==> config.mk <==
export PLATFORM = sky130hd
export DESIGN_NAME = uart_rx_cfg
export DESIGN_NICKNAME = d
export VERILOG_FILES = /design/src/rtl/uart_rx_cfg.sv
export SDC_FILE = /design/constraint.sdc
export NUM_CORES = 1
export LEC_CHECK = 0
export BUFFER_PORTS_ARGS = -buffer_cell sky130_fd_sc_hd__buf_4
export CORE_MARGIN = 4
export CORE_UTILIZATION = 30
export DETAILED_ROUTE_END_ITERATION = 16
export HOLD_SLACK_MARGIN = 0.15
export PLACE_DENSITY = 0.49
export SYNTH_ARGS = -nofsm -noshare
export SYNTH_HDL_FRONTEND = slang
export SYNTH_SLANG_ARGS = --single-unit
==> constraint.sdc <==
create_clock -name i_Clock -period 2.6 [get_ports i_Clock]
set_input_delay 0.39 -clock i_Clock [delete_from_list [all_inputs] [get_ports i_Clock]]
set_output_delay 0.39 -clock i_Clock [all_outputs]
set_load 0.01 [all_outputs]
==> src/rtl/uart_rx_cfg.sv <==
// uart_rx_cfg: parametrised UART receiver.
// Configurable data width, optional odd/even parity and one or two stop bits.
// The serial line is double-flopped before use, start bits are re-checked at
// mid-bit to reject glitches, and each frame ends with a one-cycle strobe that
// carries the word together with parity, framing and break flags.
module uart_rx_cfg #(
  parameter int unsigned CLKS_PER_BIT = 2,
  parameter int unsigned DATA_BITS    = 8,
  parameter int unsigned PARITY       = 0,
  parameter int unsigned STOP_BITS    = 1
) (
  input  logic                 i_Clock,
  input  logic                 i_Reset,
  input  logic                 i_Rx_Serial,
  output logic                 o_Rx_DV,
  output logic [DATA_BITS-1:0] o_Rx_Byte,
  output logic                 o_Parity_Err,
  output logic                 o_Frame_Err,
  output logic                 o_Break,
  output logic                 o_Rx_Active
);

  // Half a bit period: the start bit is re-checked at this count.
  localparam int unsigned HALF_BIT = CLKS_PER_BIT / 2;
  localparam int unsigned CNT_W    = $clog2(CLKS_PER_BIT) + 1;
  localparam int unsigned IDX_W    = (DATA_BITS > 1) ? $clog2(DATA_BITS) : 1;

  localparam logic PAR_EN  = (PARITY != 0);
  localparam logic PAR_ODD = (PARITY == 1);

  localparam logic [CNT_W-1:0] CNT_HALF = CNT_W'(HALF_BIT);
  localparam logic [CNT_W-1:0] CNT_LAST = CNT_W'(CLKS_PER_BIT - 1);
  localparam logic [IDX_W-1:0] IDX_LAST = IDX_W'(DATA_BITS - 1);
  // Index of the final stop sample: 0 for one stop bit, 1 for two.
  localparam logic             STOP_LAST = (STOP_BITS == 2);

  typedef enum logic [2:0] {
    ST_IDLE,
    ST_START,
    ST_DATA,
    ST_PARITY,
    ST_STOP,
    ST_BREAK_WAIT
  } state_t;

  // XOR of all data bits of a word.
  function automatic logic word_parity(input logic [DATA_BITS-1:0] word);
    return ^word;
  endfunction

  // True when the received parity bit does not match the configured sense.
  // Even parity needs data^parity == 0, odd parity needs it to be 1.
  function automatic logic parity_mismatch(input logic [DATA_BITS-1:0] word,
                                           input logic par_bit);
    logic sum;
    sum = word_parity(word) ^ par_bit;
    return PAR_ODD ? ~sum : sum;
  endfunction

  logic                 sync1_r;
  logic                 sync2_r;
  state_t               state_r;
  logic [CNT_W-1:0]     cnt_r;
  logic [IDX_W-1:0]     idx_r;
  logic                 stop_idx_r;
  logic [DATA_BITS-1:0] shift_r;
  logic                 par_bit_r;
  logic                 par_err_pend_r;
  logic                 frame_err_pend_r;

  logic                 rx_dv_r;
  logic [DATA_BITS-1:0] rx_byte_r;
  logic                 parity_err_r;
  logic                 frame_err_r;
  logic                 break_r;
  logic                 rx_active_r;

  logic                 break_hit_s;

  // Break: every data bit low, parity low when present, and the stop sample
  // now being taken is low as well.
  assign break_hit_s = (shift_r == '0) && (!PAR_EN || !par_bit_r) && !sync2_r;

  assign o_Rx_DV      = rx_dv_r;
  assign o_Rx_Byte    = rx_byte_r;
  assign o_Parity_Err = parity_err_r;
  assign o_Frame_Err  = frame_err_r;
  assign o_Break      = break_r;
  assign o_Rx_Active  = rx_active_r;

  // Two-flop synchroniser for the asynchronous line; idles high out of reset.
  always_ff @(posedge i_Clock) begin
    if (i_Reset) begin
      sync1_r <= 1'b1;
      sync2_r <= 1'b1;
    end else begin
      sync1_r <= i_Rx_Serial;
      sync2_r <= sync1_r;
    end
  end

  // Frame FSM: bit timing, sampling, error accumulation and registered outputs.
  always_ff @(posedge i_Clock) begin
    if (i_Reset) begin
      state_r          <= ST_IDLE;
      cnt_r            <= '0;
      idx_r            <= '0;
      stop_idx_r       <= 1'b0;
      shift_r          <= '0;
      par_bit_r        <= 1'b0;
      par_err_pend_r   <= 1'b0;
      frame_err_pend_r <= 1'b0;
      rx_dv_r          <= 1'b0;
      rx_byte_r        <= '0;
      parity_err_r     <= 1'b0;
      frame_err_r      <= 1'b0;
      break_r          <= 1'b0;
      rx_active_r      <= 1'b0;
    end else begin
      // The strobe is a single cycle; only the frame-end branches raise it.
      rx_dv_r <= 1'b0;
      case (state_r)
        ST_IDLE: begin
          cnt_r <= '0;
          if (!sync2_r) begin
            state_r <= ST_START;
          end else begin
            state_r <= ST_IDLE;
          end
        end

        ST_START: begin
          if (cnt_r == CNT_HALF) begin
            cnt_r <= '0;
            if (!sync2_r) begin
              // Still low at mid-bit: a genuine start bit.
              state_r          <= ST_DATA;
              rx_active_r      <= 1'b1;
              idx_r            <= '0;
              stop_idx_r       <= 1'b0;
              par_bit_r        <= 1'b0;
              par_err_pend_r   <= 1'b0;
              frame_err_pend_r <= 1'b0;
            end else begin
              // Glitch: drop it silently, outputs untouched.
              state_r <= ST_IDLE;
            end
          end else begin
            cnt_r <= cnt_r + CNT_W'(1);
          end
        end

        ST_DATA: begin
          if (cnt_r == CNT_LAST) begin
            cnt_r   <= '0;
            // LSB arrives first, so shift in from the top.
            shift_r <= {sync2_r, shift_r[DATA_BITS-1:1]};
            if (idx_r == IDX_LAST) begin
              idx_r      <= '0;
              stop_idx_r <= 1'b0;
              state_r    <= PAR_EN ? ST_PARITY : ST_STOP;
            end else begin
              idx_r <= idx_r + IDX_W'(1);
            end
          end else begin
            cnt_r <= cnt_r + CNT_W'(1);
          end
        end

        ST_PARITY: begin
          if (cnt_r == CNT_LAST) begin
            cnt_r          <= '0;
            par_bit_r      <= sync2_r;
            par_err_pend_r <= parity_mismatch(shift_r, sync2_r);
            stop_idx_r     <= 1'b0;
            state_r        <= ST_STOP;
          end else begin
            cnt_r <= cnt_r + CNT_W'(1);
          end
        end

        ST_STOP: begin
          if (cnt_r == CNT_LAST) begin
            cnt_r <= '0;
            if (!stop_idx_r && break_hit_s) begin
              // Break: report immediately and skip any second stop bit.
              rx_dv_r      <= 1'b1;
              rx_byte_r    <= '0;
              parity_err_r <= par_err_pend_r;
              frame_err_r  <= 1'b1;
              break_r      <= 1'b1;
              rx_active_r  <= 1'b0;
              state_r      <= ST_BREAK_WAIT;
            end else if (stop_idx_r == STOP_LAST) begin
              rx_dv_r      <= 1'b1;
              rx_byte_r    <= shift_r;
              parity_err_r <= par_err_pend_r;
              frame_err_r  <= frame_err_pend_r | ~sync2_r;
              break_r      <= 1'b0;
              rx_active_r  <= 1'b0;
              state_r      <= ST_IDLE;
            end else begin
              frame_err_pend_r <= frame_err_pend_r | ~sync2_r;
              stop_idx_r       <= 1'b1;
            end
          end else begin
            cnt_r <= cnt_r + CNT_W'(1);
          end
        end

        ST_BREAK_WAIT: begin
          cnt_r <= '0;
          // Hold off until the line is released so the break is reported once.
          if (sync2_r) begin
            state_r <= ST_IDLE;
          end else begin
            state_r <= ST_BREAK_WAIT;
          end
        end

        default: begin
          state_r     <= ST_IDLE;
          cnt_r       <= '0;
          rx_active_r <= 1'b0;
        end
      endcase
    end
  end

endmodule

## Yosys cells after proc, flatten, opt, wreduce, memory -nomap -nowiden

Cells that the tools add are included.

| storage, ports and cells | value |
|---|---|
| register bits after elaboration | 34 |
| latch bits | 0 |
| bits in writable memories | 0 |
| memory bits (read-only) | 0 |
| input bits | 3 |
| output and inout port bits | 13 |
| word-level logic and storage cells | 110 |
| memories | 0 |

| operators by class | value |
|---|---|
| add/sub/neg operators | 2 |
| $mul | 0 |
| div/mod/pow operators | 0 |
| $lt $le $gt $ge | 0 |
| equal/unequal tests | 17 |
| shift-type cells | 0 |
| mux-type cells | 46 |
| bitwise gates (word level) | 7 |
| reduce and logical (&&, ||, !) cells | 23 |

Operators with widths:

| kind | count |
|---|---|
| 2-to-1 mux 3 bit | 12 |
| 2-to-1 mux 1 bit | 25 |
| one-hot mux 3 bit (6 select lines) | 1 |
| 2-to-1 mux 8 bit | 2 |
| != test 2 bit, second input constant | 8 |
| AND reduction 6 bit | 2 |
| == test 3 bit, second input constant | 3 |
| logical NOT 8 bit | 1 |
| AND reduction 4 bit | 2 |
| AND reduction 8 bit | 1 |
| OR reduction 4 bit | 2 |
| parity 8 bit | 1 |
| == test 3 x 2 -> 1 bit, second input constant | 2 |
| one-hot mux 3 bit (2 select lines) | 1 |
| nonzero test 2 bit | 3 |
| OR reduction 3 bit | 2 |
| inverter 1 bit | 5 |
| AND reduction 5 bit | 1 |
| one-hot mux 1 bit (2 select lines) | 2 |
| one-hot mux 1 bit (4 select lines) | 1 |
| nonzero test 4 bit | 1 |
| adder 3 x 1 -> 3 bit, second input constant | 1 |
| == test 3 x 1 -> 1 bit, second input constant | 1 |
| logical NOT 3 bit | 1 |
| other kinds (12) | 14 |

## Logic depth before layout (Yosys ltp)

Gate-level depths: netlist of the first run.

| logic depth | value |
|---|---|
| depth in word-level cells | 6 |
| depth in mapped cells | 7 |
| gate-level depth less buffers | 5 |

## Least setup slack after synthesis of the first run

Ideal clock, no wire load.

| timing | value |
|---|---|
| path type | register -> register |
| from | reg shift_r[1] |
| to | reg par_err_pend_r |
| setup time | 0.087 ns |
| arrival | 1.285 ns |
| required time | 2.513 ns |
| path slack | 1.228 ns |
| stages on the path, launching flop included | 6 |
| buffers on the path | 0 |
| period minus slack after synthesis | 1.372 ns |
| cells stage by stage | dfxtp_1 -> inv_1 -> ha_1 -> xnor3_1 -> xnor2_1 -> o31ai_1 |

| on the way | value |
|---|---|
| longest elaborated chain between the ends | 4 |

RTL lines:

| what | line | text |
|---|---|---|
| start, declared | 66 | `logic [DATA_BITS-1:0] shift_r;` |
| start signal, assigned | 157 | `shift_r <= {sync2_r, shift_r[DATA_BITS-1:1]};` |
| parity 8 bit | 48 | `return ^word;` |
| XOR 1 bit | 56 | `sum = word_parity(word) ^ par_bit;` |
| 2-to-1 mux 1 bit | 171 | `if (cnt_r == CNT_LAST) begin` |
| one-hot mux 1 bit (2 select lines) | 122 | `case (state_r)` |
| end signal, assigned | 174 | `par_err_pend_r <= parity_mismatch(shift_r, sync2_r);` |
| end, declared | 68 | `logic par_err_pend_r;` |

No other way between the ends. The select of a mux whose other input is x is not followed.
A chain may end at the register's enable or synchronous reset.

## Final worst setup path of the first run

| timing | value |
|---|---|
| from | reg cnt_r[0] |
| to | reg break_r (netlist: o_Break) |

| on the way | value |
|---|---|
| longest elaborated chain between the ends | 2 |

RTL lines:

| what | line | text |
|---|---|---|
| start, declared | 63 | `logic [CNT_W-1:0] cnt_r;` |
| start signal, assigned | 149 | `cnt_r <= cnt_r + CNT_W'(1);` |
| start signal, assigned | 166 | `cnt_r <= cnt_r + CNT_W'(1);` |
| start signal, assigned | 178 | `cnt_r <= cnt_r + CNT_W'(1);` |
| == test 2 x 1 -> 1 bit | 183 | `if (cnt_r == CNT_LAST) begin` |
| AND reduction 3 bit (no source line) | -- |  |
| end signal, assigned | 117 | `break_r <= 1'b0;` |
| end signal, assigned | 191 | `break_r <= 1'b1;` |
| end signal, assigned | 199 | `break_r <= 1'b0;` |
| end, declared | 75 | `logic break_r;` |

No other way between the ends.

==> results of run 1 <==
[final cells by class]
class | count | area [um2]
Clock buffer | 7 | 96.34
Inverter | 14 | 52.55
Timing Repair Buffer | 15 | 112.6
Fill cell | 529 | 3063
Tap cell | 67 | 83.83
Multi-Input combinational cell | 105 | 711.9
Sequential cell | 33 | 660.6
Clock inverter | 1 | 5.005
[critical path, cell delays in order, from the launching register on]
cell	delay [ps]
dfxtp_1	340
ha_1	340
nand4bb_1	470
or3_1	470
a21oi_1	120
[path summary, 6_finish.rpt]
kind,startpoint,slack (ps),endpoint
setup / recovery,cnt_r[0],800,o_Break
hold / removal,i_Rx_Serial,290,sync1_r
setup reg to reg,cnt_r[0],800,o_Break
hold reg to reg,sync1_r,410,sync2_r
[state kept, by name, summed over array words and instances, names as in the netlist]
signal and count:
idx_r 3, state_r 3, shift_r 8, sync1_r 1, o_Break 1, frame_err_pend_r 1, o_Rx_Active 1, par_err_pend_r 1
o_Rx_Byte 8, o_Frame_Err 1, cnt_r 2, sync2_r 1, o_Parity_Err 1, o_Rx_DV 1
[per-layer routing]
layer	share of wire, %	up-vias	GRT usage (%)
li1	-	593	-
met1	47	559	12.92
met2	49	10	18.42
met3	2.2	7	3.096
met4	1.7	0	4.720
met5	0	-	0
[cell usage after synthesis, types with 3 or more instances]
master    instances
a21oi_1          15
a32oi_1           3
buf_6             3
clkbuf_1          6
dfxtp_1          33
ha_1              7
inv_1            13
mux2i_1           8
nand2_1          15
nor2_1           15
o211ai_1          9
or3_1             3
[stage by stage]
step / total power (W) / instance area [um2] / util, % / setup WS, ps / instances
finish: 0.0009833 / 1723 / 36.00 / 803.1 / 242
global route: 0.001029 / 1723 / 36.00 / 589.3 / 242
CTS: 0.001000 / 1723 / 36.00 / 800.4 / 242
detailed placement: 0.0005770 / 1622 / 33.88 / 817.2 / 234
global placement: 0.0005751 / 1622 / 33.88 / 933.8 / 234
floorplan: 0.0005644 / 1499 / - / 1228 / 164
[power by group]
group	internal [W]	leakage (nW)	switching (W)
logic	0.0000181	0.275	0.0000207
registers	0.000515	0.267	0.0000114
clock network	0.000239	0.0542	0.000179
[logic make-up (layout without fill, tap and decap cells)]
group                    after synthesis  count (layout)  synth area share [%]
AND/OR/NAND/NOR                       50              50                 17.61
AO/OA/AOI/OAI                         37              37                 16.03
flip-flops                            33              33                 44.07
buffers and inverters                 26              37                 8.430
multiplexers                           8               8                 5.342
adder cells (fa/ha/maj)                7               7                 5.843
XOR/XNOR                               3               3                 2.671
==> results.md, run 1 <==
Timing:
- The number of hold-slack violations in the final timing report is 0.
- The final period demand of the worst path is 1797 ps.
- The final number of max-transition violations is 0.
- The actual transition at the worst max-transition pin is 535.7 ps.
- The clock arrives with 5.391 ps of skew.
- Hold timing on the final database bottoms out at a slack of 293.9 ps.
- Timing would allow up to 0.5565 GHz.
- The accumulated negative setup slack is 0 ps.
- In the finished design, the share of the clock period the worst path needs comes to 69.11%.
- Setup repair after global routing left no endpoint under its margin.
- The number of endpoints failing setup at the final stage is 0.
- The max-slew headroom at the worst pin is 64.24%.

Worst hold path:
- The number of cells on the worst hold path is 2.
- The worst hold path belongs to the class input pin to register.

Synthesis:
- Counting flops with an async set or reset pin after synthesis yields a share of 0%.
- Summed over all instances, the cell type with the most area after synthesis is dfxtp_1.
- In the synthesized netlist, the number of instances is 164.
- The count of warnings emitted by yosys is 0.
- Yosys mapped a number of flops with a built-in enable equal to 0.
- When the netlist entered floorplanning its net count stood at 174.
- The post-synth design cell area is 1499 um2.
- The flip-flop cell with the highest count after synthesis is dfxtp_1.
- The top cell type by area accounts for 44.07% of the synthesized area.
- In this run, synthesis produced a sequential element count of 33.
- In the post-synthesis netlist, the biggest area contributors are dfxtp_1 44%, ha_1 5.8%, mux2i_1 5.3%, a21oi_1 5.0%, o211ai_1 4.5%.
- Each instance of the synthesized netlist takes up on average 9.140 um2.
- Sequential elements use 44.07% of the synthesized area.
- Yosys mapped the design onto 40 distinct sky130hd cell types.

Drt:
- For this block, the via count after detailed routing is 1169.
- Dividing the detail-routed wire length by the instance count gives 12.71 um.
- The via count normalized by instance count is 4.831.
- Before antenna repair, the detailed router went through 4 iterations.
- The post-detailed-route count of antenna-violating nets is 0.
- The wire length after detailed routing is 3075 um.
- The DRC violation total after the first TritonRoute iteration is 43.
- The detailed-route DRC error count is 0.

Clock tree:
- TritonCTS built the clock tree.
- The clock root buffer is clkbuf_8.
- CTS saw 33 sinks.
- The number of setup buffers added after CTS is 0.
- The clock latency on the worst-skew pair is 280 ps.
- In this run the number of H-tree levels came out at 2.
- The post-cts resize count is 0.
- The longest clock path from root to sink contains 2 buffers.
- The post-CTS clock slew at the launch and capture registers of the worst setup and hold paths is 70 ps.
- The hold buffer count at CTS is 0.
- In this run, CTS created clock tree buffers numbering 5.

Outcome:
- The flow ran to the end, and the final reports show no timing, DRC or antenna violations.

Setup path:
- The worst setup path is captured at a register.
- Data on the critical path arrives at its endpoint at 2010 ps.
- The required time at the endpoint of the critical path is 2810 ps.
- The worst setup path is of the register to register kind.
- Of all nets on the critical path, the largest fanout is 12.
- The length in cells of the worst reg-to-reg path is 4.
- The element type at the critical path start is a register.

Layout:
- The top cell types in the final layout, fill and taps aside, are 33 x dfxtp_1, 15 x nand2_1, 15 x a21oi_1, 15 x nor2_1, 15 x buf_4.
- In the final layout, the share of cells above drive strength 1 is 16.00%.
- The number of nets in the layout is 184.
- The count of inserted antenna diode cells is 0.
- The layout overhead on the synthesized area is 14.94%.
- The most frequent standard cell in the layout excluding fill and tap cells is dfxtp_1.

Die:
- For this configuration, the core starts out at a cell density of 31.32%.
- In this run the vertical extent of the chip is 78.69 um.
- The die outline area is 6191 um2.
- The initialized floorplan defines 25 standard-cell rows.
- The die span in x is 78.69 um.
- In this run the count of I/O pins placed on the die edge is 16.
- The total core area is 4786 um2.

Pwr:
- The analysis attributes to cell leakage a power of 0.5962 nW.
- In this run the power density over the cells is 570.7 nW/um2.
- The worst supply voltage drop on vdd is 0.1815 mV.

Global routing:
- The via count of the first global-routing pass is 1117.
- The number of antenna violations at the first check in global routing is 0.
- Global routing used 10.95% of the available tracks across all layers.
- After global routing the overflow that remains totals 0.
- The pin count of the biggest net entering global routing is 32.
- The first global-routing pass estimated 5278 um of wire.

Flow run:
- Across the run, the number of max-cap violations was 0.

Place:
- The congestion estimate from routability-driven global placement came to 0.7263.
- The half-perimeter wire length after detailed placement is 2213 um.
- The number of port buffers is 15.
No activity file was read; power rests on OpenSTA's default activity.
==> run 2: changes to the inputs <==
- PLACE_DENSITY: 0.49 -> 0.51
- clock period: 2.6 -> 1.5 ns (I/O delays scaled with it)
==> results.md, run 2 (synthesis results as in run 1) <==
Layout:
- The count of inserted antenna diode cells is 0 (unchanged).
- Leaving out fill and tap cells, the most frequent cells in the layout are 29 x buf_4, 25 x dfxtp_1, 15 x nand2_1, 15 x a21oi_1, 15 x nor2_1.
- The share of layout cells above drive strength 1 is 29.47% (+13 points).
- The fill cell instance count of the final layout is 496 (-6.2%).
- The utilization of the core after routing is 39.19% (+3.2 points).
- The area of combinational cells with multiple inputs came to 732.0 um2 (+2.8%).
- The library cell used most frequently in the layout, excluding fill and tap cells, is buf_4.
- The combined flip-flop and latch cell area is 673.1 um2 (+1.9%).
- The number of nets in the layout is 200 (+8.7%).
- Compared with the post-synthesis result, the final layout area differs by 25.13%.

Timing:
- The post-layout worst setup margin is 77.36 ps (-725.7 ps).
- The actual transition at the worst max-transition pin came to 369.3 ps (-166.5 ps).
- The portion of the clock cycle consumed by the worst path in the final layout was 94.84% (+26 points).
- The final number of max-transition violations is 0 (unchanged).
- The number of hold-slack violations in the final timing report is 0 (unchanged).
- The timing-limited maximum frequency is 0.7029 GHz (+26%).
- The number of endpoints failing setup at the final stage is 0 (unchanged).
- The final period demand of the worst path is 1423 ps (-374.3 ps).
- The max-slew headroom at the worst pin was 75.35% (+11 points).
- The clock tree skew after final layout is 4.910 ps (-0.4807 ps).

Pwr:
- The fraction of power consumed by the clock network was 40.3% (-2.2 points).
- The worst supply voltage drop on vdd is 0.4560 mV (+150%).
- The switching power as a share of total power came to 21.63% (+0.14 points).
- The overall power of the completed layout is 0.001650 W (+68%).
- The power density over the cells was 879.7 nW/um2 (+54%).
- The sequential fraction of design power is 54.7% (+1.2 points).
- The power dissipated by switching net loads came to 0.0003569 W (+69%).
- The leakage dissipation is 0.6759 nW (+13%).
- The internal power is 0.001293 W (+67%).
- The combinational power share is 5.0% (+1.1 points).

Die:
- The placement row count is 25 (unchanged).
- The total core area is 4786 um2 (unchanged).
- The die span in x came to 78.69 um (unchanged).
- The die extent in y is 78.69 um (unchanged).
- The die outline area was 6191 um2 (unchanged).
- The starting utilization of the core area is 31.32% (unchanged).
- The number of placed I/O pins is 16 (unchanged).

Flow run:
- The max-capacitance violation count was 0 (unchanged).

Global routing:
- The via count of the first global-routing pass is 1187 (+6.3%).
- The pin count of the biggest net entering global routing is 32 (unchanged).
- The total overflow reported by the global router is 0 (unchanged).
- The overall global routing resource usage is 10.97% (+0.024 points).
- The number of antenna violations at the first check in global routing was 0 (unchanged).
- The wire length of the first global-routing pass is 5409 um (+2.5%).

Drt:
- The post-detailed-route count of antenna-violating nets is 0 (unchanged).
- The post-detailed-route wirelength per cell is 12.09 um (-4.9%).
- The via count normalized by instance count is 4.751 (-1.6%).
- The number of detailed-route iterations in the first pass is 4 (unchanged).
- The total via count after detailed routing came to 1221 (+4.4%).
- The DRC violation total after the first TritonRoute iteration came to 70 (+63%).
- The wire length after detailed routing is 3107 um (+1.0%).
- The detailed-route DRC error count came to 0 (unchanged).

Setup path:
- The maximum cell stage delay along the critical path came to 350 ps (-120 ps).
- The required time at the endpoint of the critical path came to 1690 ps (-1120 ps).
- The maximum fanout encountered on the critical timing path is 3 (-9).
- The critical path arrival was 1620 ps (-390 ps).
- The count of buffer and inverter cells on the critical path came to 1 (+1).
- The critical path class is register to register.
- The worst setup path is captured at a register.
- The family with the most delay on the worst path is XOR/XNOR gates.
- STA classifies the critical path startpoint as a register.
- The signal on the critical path passes through inv_1 > ha_4 > xnor3_1 > xnor2_1 > o31ai_1.
- The slowest stage of the critical path belongs to the cell dfxtp_4.

Place:
- The global placement routability congestion is 0.7563 (+4.1%).
- The half-perimeter wire length after detailed placement is 2179 um (-1.6%).
- The post-placement setup slack came to 28.79 ps (-788.4 ps).
- The number of port buffers is 15 (unchanged).

Worst hold path:
- The path class of the tightest hold or removal check is input pin to register.

Clock tree:
- The clock buffer count from CTS is 5 (unchanged).
- The total number of clock tree sinks came to 33 (unchanged).
- The clock latency on the worst-skew pair is 280 ps (about the same).
- In this run the clock root is driven by a clkbuf_8.
- TritonCTS built the clock tree.
- The maximum number of buffers from clock root to sink is 2 (unchanged).
- The post-CTS clock slew at the launch and capture registers of the worst setup and hold paths is 60 ps (about the same).
- The H-tree depth reported by CTS came to 2 (unchanged).

Outcome:
- The flow ran to the end, and the final reports show no timing, DRC or antenna violations.
-- run 2: cell count changes in the layout (fill, tap and decap cells not counted), sizes merged --
| cell | previous run | this run |
|---|---|---|
| buf | 15 | 30 |
| dlygate4sd3 | 0 | 1 |
| clkinv | 1 | 0 |
-- run 2: through the flow --
step / std cells / cell area (um2) / setup TNS, ps / hold slack [ps]
floorplan: 164 / 1499 / 0 / 328.8
global placement: 243 / 1702 / 0 / 392.3
detailed placement: 243 / 1702 / 0 / 393.2
CTS: 251 / 1798 / 0 / 307.1
global route: 257 / 1876 / -1.347 / 327.5
finish: 257 / 1876 / 0 / 320.0
-- run 2: power by group through the flow --
stage	clock network [W]	registers, W	logic (W)
floorplan	0	0.000923	0.0000550
global placement	0	0.000924	0.0000782
detailed placement	0	0.000925	0.0000802
CTS	0.000690	0.000905	0.0000828
global route	0.000727	0.000905	0.0000944
finish	0.000664	0.000903	0.0000826
-- run 2: worst paths after layout --
path              cells past startpoint        from        endpoint  slack [ps]
setup / recovery                      5  shift_r[6]  par_err_pend_r          80
hold / removal                        2     i_Reset      shift_r[2]         320
setup reg to reg                      5  shift_r[6]  par_err_pend_r          80
hold reg to reg                       1     sync1_r         sync2_r         410
-- run 2: layer usage --
metal | share of wire, % | track usage [%] | vias up
met3 | 3.0 | 4.128 | 4
met5 | 0 | 0 | -
met2 | 50 | 17.40 | 12
li1 | - | - | 624
met4 | 1.0 | 5.245 | 0
met1 | 45 | 12.99 | 581
-- run 2: timing repair --
action | in CTS | in global routing
endpoints found under the hold margin | 1 | 0
gates resized for setup | 0 | 16
hold buffers | 1 | 0
buffers inserted | 0 | 6
endpoints found under the setup margin | 0 | 10
-- run 2: layout make-up --
cell class                      count  area share [%]
Multi-Input combinational cell    105           39.03
Tap cell                           67           4.470
Sequential cell                    33           35.89
Clock buffer                        7           4.603
Inverter                           14           2.802
Timing Repair Buffer               31           13.21
